===== config.mk =====
export PLATFORM = sky130hd
export DESIGN_NAME = regfile_mp
export DESIGN_NICKNAME = d
export VERILOG_FILES = /design/src/rtl/rf_pkg.sv /design/src/rtl/rf_scoreboard.sv /design/src/rtl/regfile_mp.sv
export SDC_FILE = /design/constraint.sdc
export NUM_CORES = 2
export LEC_CHECK = 0
export BUFFER_PORTS_ARGS = -buffer_cell sky130_fd_sc_hd__buf_2
export CORE_UTILIZATION = 58
export CTS_CLUSTER_SIZE = 28
export DETAILED_ROUTE_END_ITERATION = 16
export PLACE_DENSITY = 0.85
export SYNTH_ARGS = -nofsm -noshare
export SYNTH_HDL_FRONTEND = slang
export SYNTH_SLANG_ARGS = --single-unit

===== constraint.sdc =====
create_clock -name clk -period 5.15 [get_ports clk]
set_clock_uncertainty 0.2 [all_clocks]
set_input_delay 0.2575 -clock clk [delete_from_list [all_inputs] [get_ports clk]]
set_output_delay 0.2575 -clock clk [all_outputs]
set_load 0.01 [all_outputs]

===== src/rtl/rf_pkg.sv =====
// Shared definitions for the integer and FP register files:
// default sizes, address-width helper and common word/address types.
package rf_pkg;

    localparam int unsigned RF_XLEN  = 32;
    localparam int unsigned RF_NREGS = 32;
    localparam int unsigned RF_AW    = $clog2(RF_NREGS);

    function automatic int unsigned rf_aw(input int unsigned nregs);
        return (nregs > 1) ? $clog2(nregs) : 1;
    endfunction

    typedef logic [RF_XLEN-1:0] xword_t;
    typedef logic [RF_AW-1:0]   raddr_t;

endpackage


===== src/rtl/rf_scoreboard.sv =====
// Pending-write scoreboard: one bit per register, set on issue, cleared on writeback,
// looked up per read port to flag RAW hazards.
module rf_scoreboard
    import rf_pkg::*;
#(
    parameter int unsigned NREGS    = RF_NREGS,
    parameter int unsigned NRD      = 2,
    parameter int unsigned ZERO_REG = 1,
    parameter int unsigned BYPASS   = 1,
    localparam int unsigned AW      = rf_aw(NREGS)
) (
    input  logic              clk,
    input  logic              rst_n,
    input  logic              i_iss_valid,
    input  logic [AW-1:0]     i_iss_addr,
    input  logic              i_we,
    input  logic [AW-1:0]     i_waddr,
    input  logic [NRD*AW-1:0] i_raddr,
    output logic [NRD-1:0]    o_busy
);

    localparam logic ZR  = (ZERO_REG != 0);
    localparam logic BYP = (BYPASS != 0);

    logic [NREGS-1:0] r_pend;
    logic [NREGS-1:0] w_pend_d;

    // Set is applied after clear so a same-edge reissue keeps the register pending.
    always_comb begin
        w_pend_d = r_pend;
        if (i_we) begin
            w_pend_d[i_waddr] = 1'b0;
        end
        if (i_iss_valid && !(ZR && (i_iss_addr == '0))) begin
            w_pend_d[i_iss_addr] = 1'b1;
        end
    end

    always_ff @(posedge clk or negedge rst_n) begin
        if (!rst_n) begin
            r_pend <= '0;
        end else begin
            r_pend <= w_pend_d;
        end
    end

    for (genvar k = 0; k < NRD; k++) begin : g_busy
        logic [AW-1:0] w_ra;
        assign w_ra      = i_raddr[k*AW +: AW];
        assign o_busy[k] = r_pend[w_ra] & ~(BYP & i_we & (i_waddr == w_ra));
    end

endmodule


===== src/rtl/regfile_mp.sv =====
// Parametrised multi-read-port register file with optional write bypass, hard-wired
// zero register, registered read copy and a pending-write scoreboard.
module regfile_mp
    import rf_pkg::*;
#(
    parameter int unsigned XLEN     = RF_XLEN,
    parameter int unsigned NREGS    = RF_NREGS,
    parameter int unsigned NRD      = 2,
    parameter int unsigned ZERO_REG = 1,
    parameter int unsigned BYPASS   = 1,
    localparam int unsigned AW      = rf_aw(NREGS)
) (
    input  logic                clk,
    input  logic                rst,
    input  logic [NRD*AW-1:0]   ari,
    output logic [NRD*XLEN-1:0] rdo,
    output logic [NRD*XLEN-1:0] rddo,
    output logic [NRD-1:0]      busyo,
    input  logic [AW-1:0]       ar3i,
    input  logic [XLEN-1:0]     r3i,
    input  logic                we3,
    input  logic                issvi,
    input  logic [AW-1:0]       issai
);

    localparam logic ZR  = (ZERO_REG != 0);
    localparam logic BYP = (BYPASS != 0);

    logic [XLEN-1:0]     r_regs [NREGS];
    logic [NRD*XLEN-1:0] r_rddo;
    logic                w_wr_en;

    assign w_wr_en = we3 & ~(ZR & (ar3i == '0));

    always_ff @(posedge clk or negedge rst) begin
        if (!rst) begin
            for (int unsigned i = 0; i < NREGS; i++) begin
                r_regs[i] <= '0;
            end
        end else if (w_wr_en) begin
            r_regs[ar3i] <= r3i;
        end
    end

    // Bypass is gated by reset so the read ports show the cleared file while rst is low.
    for (genvar k = 0; k < NRD; k++) begin : g_rd
        logic [AW-1:0] w_ra;
        logic          w_hit;
        assign w_ra  = ari[k*AW +: AW];
        assign w_hit = BYP & rst & we3 & (ar3i == w_ra);
        assign rdo[k*XLEN +: XLEN] = (ZR & (w_ra == '0)) ? '0 :
                                     w_hit               ? r3i : r_regs[w_ra];
    end

    always_ff @(posedge clk or negedge rst) begin
        if (!rst) begin
            r_rddo <= '0;
        end else begin
            r_rddo <= rdo;
        end
    end

    assign rddo = r_rddo;

    rf_scoreboard #(
        .NREGS    (NREGS),
        .NRD      (NRD),
        .ZERO_REG (ZERO_REG),
        .BYPASS   (BYPASS)
    ) u_scoreboard (
        .clk         (clk),
        .rst_n       (rst),
        .i_iss_valid (issvi),
        .i_iss_addr  (issai),
        .i_we        (we3),
        .i_waddr     (ar3i),
        .i_raddr     (ari),
        .o_busy      (busyo)
    );

endmodule

==> flow_metrics.tcl <==
set metrics [dict create \
    clkTransAtPathRegs_ns 0.06 \
    area_delta_synth_final_pct 11.0 \
    drive_gt1_share_pct 49.5 \
    cts-root-buf "clkbuf_16" \
    wl_met1_um 62400 \
    slew_headroom_pct 8.32 \
    grt_pass1_wl_um 257000 \
    stdcell_count 5226 \
    syn_inst 3809 \
    antenna_found_initial 4 \
    ir_worst_vdd_v 0.000318 \
    overflow 0 \
    worst_slew_pin_slew_ns 1.36 \
    finalCritPeriodShare_pct 79.4 \
    synthesis.nets 3865 \
    fp.dieW_um 319 \
    required_ns 4.69 \
    post_drt_wl_per_cell_um 32.7 \
    dieArea_sq_mm 0.102 \
    drc 0 \
    synthMuxAreaShare_pct 42.4 \
    ys_async_sr_fraction_pct 100 \
    numCtsBuffers 114 \
    fin_nets 3893 \
    slew_violations 0 \
    fin_setup_tns_ns 0 \
    final-setup-viol-count 0 \
    track_usage_pct 34.1 \
    hpwlAfterDp_um 98800 \
    min_period_ns 4.09 \
    grt_pass1_vias 39800 \
    r2r_start "r_regs[20]" \
    power.density_mw_per_mm2 402 \
    syn-cell-area_sq_mm 0.0581 \
    grt_start_max_net_pins 180 \
    yosysWarnings 0 \
    path_class "in2out" \
    io_buffers 185 \
    firstDrtPassIters 6 \
    synth_xor_area_share_pct 0.151 \
    synthDistinctLibCells 58 \
    wl_met3_um 20900 \
    cts_tree "done" \
    h-tree-depth 3 \
    status "finished, final reports clean" \
    fp.dieH_um 319 \
    ant_nets 0 \
    numClockSinks 1120 \
    reg2reg_depth 4 \
    synth-seq-cells 1120 \
    insertion_delay_ns 0.72 \
    cp-start-kind "primary input" \
    hp-class "in2async" \
    place_congestion 0.875 \
    num_vias 38400 \
    viasPerCell 7.35 \
    hold_viol 0 \
    routed-wl-met2_um 78300 \
    syn_area_per_cell_sq_um 15.3 \
    fmax_mhz 245 \
    rsz0062_at_grt "false" \
    start_util_pct 58.8 \
    crit_arrival_ns 3.63 \
    p_leak_nw 28.4 \
    postCtsSetupBuffers 0 \
    r2r_slack_ns 2.89 \
    crit_fanout 10 \
    drt_wl_total_um 171000 \
    synth_edf_count 0 \
    post_cts_resized 0 \
    cts_max_path_buffers 3 \
    coreArea_sq_mm 0.0989 \
    boundaryPins 186 \
    rows 115 \
    synth_fa_ha_area_share_pct 0 \
    drv_cap 0 \
    cp-end-kind "output port" \
    ys.flop_type "dfrtp_1" \
    synth_seq_area_share_pct 48.2 \
    drt-initial-drc-count 5235 \
    synth-compound-area-share_pct 4.15 \
    highest_layer "met5" \
    synth_top_family_by_area "multiplexers" \
    reg2reg_to "rddo[52]" \
    dp_cells 4960 \
    synthSimpleGateAreaFrac_pct 1.76 \
]
flip-flops by register name, summed over array words and instances (netlist names):
register and count:
u_scoreboard.r_pend 32, rddo 64, r_regs 1024
worst max-delay path: stages:
cell and delay (ns):
dlygate4sd3_1 0.52, buf_2 0.29, xnor2_1 0.18, nand4_1 0.32, nor3b_2 0.98, buf_4 0.46
a221o_1 0.40, buf_2 0.20
Yosys cell counts, drive strengths merged, types with 14 or more instances:
library cell	instances	share of area [%]
a221o	15	0.26
dfrtp	1120	48
clkbuf	229	1.5
a22oi	101	1.3
nand3	27	0.23
a22o	15	0.23
nand2	123	0.79
o22ai	14	0.15
mux2	1024	20
o21ai	49	0.42
mux2i	164	2.8
buf	194	1.8
o211ai	42	0.54
a21oi	24	0.21
a221oi	17	0.26
mux4	510	20
nor2	33	0.21
layout make-up:
class,count,area (sq um)
Antenna cell,4,10.0
Clock buffer,169,3390
Fill cell,6557,34300
Multi-Input combinational cell,2261,28400
Sequential cell,1120,28000
Timing Repair Buffer,335,2430
Tap cell,1287,1610
Clock inverter,45,641
Inverter,5,18.8
worst max path at each step:
stage / start / end / slack, ns / depth (start not counted)
2_1_floorplan: ari[0] / rdo[10] / 2.69 / 7
3_3_place_gp: ari[4] / rdo[20] / 1.61 / 8
3_5_place_dp: ari[1] / rdo[20] / 1.52 / 7
4_1_cts: ar3i[3] / rdo[20] / 1.29 / 8
5_1_grt: ar3i[3] / rdo[20] / 1.13 / 8
6_report: ar3i[3] / rdo[20] / 1.06 / 8
metrics by stage:
step	area, sq um	hold WS [ns]	util, %	setup slack [ns]	power [W]
floorplan	58100	-0.238	-	2.69	0.0153
global placement	60000	0.0494	60.7	1.61	0.0166
detailed placement	60000	0.0577	60.7	1.52	0.0170
CTS	64500	0.00118	65.3	1.29	0.0258
global route	64500	0.0264	65.3	1.13	0.0268
finish	64500	0.0266	65.3	1.06	0.0259
cells in the final DEF, fill, tap and decap left out, drive strengths merged, types with 10 or more instances in the layout:
cell type and n:
a221o 15, buf 287, mux4 510, clkbuf 170, nor3b 10, a22oi 101
clkinv 25, xnor2 10, o21ai 49, nand2 123, nand3 27, o221a 10
o22ai 14, a221oi 17, dfrtp 1120, mux2 1024, a22o 15, a21oi 24
mux2i 164, o211ai 42, dlygate4sd3 47, nor2 33, bufinv 14
report_power, final:
part / leakage (nW) / internal, W / total, W / switching, W
Clock: 1.98 / 0.00526 / 0.00890 / 0.00364
Combinational: 12.1 / 0.00307 / 0.00530 / 0.00223
Sequential: 14.3 / 0.0105 / 0.0117 / 0.00123
Total: 28.4 / 0.0188 / 0.0259 / 0.00710
logic make-up (layout without fill, tap and decap cells):
logic type,after synthesis,after routing
other,0,4
and+or+nand+nor,226,226
AOI/OAI and AO/OA,327,327
muxes,1698,1698
DFF,1120,1120
xor gates and xnor gates,10,10
buffers and inverters,428,554
layer usage:
metal	track usage [%]	vias up
met5	0	-
met4	16.6	6
met3	10.2	619
met2	51.1	2684
met1	45.7	20300
li1	-	14800
repair_timing:
action / in CTS / in global routing
endpoints found under the hold margin: 902 / 0
hold buffers: 48 / 0
endpoints found under the setup margin: 0 / 0
No activity file was read; power rests on OpenSTA's default activity.
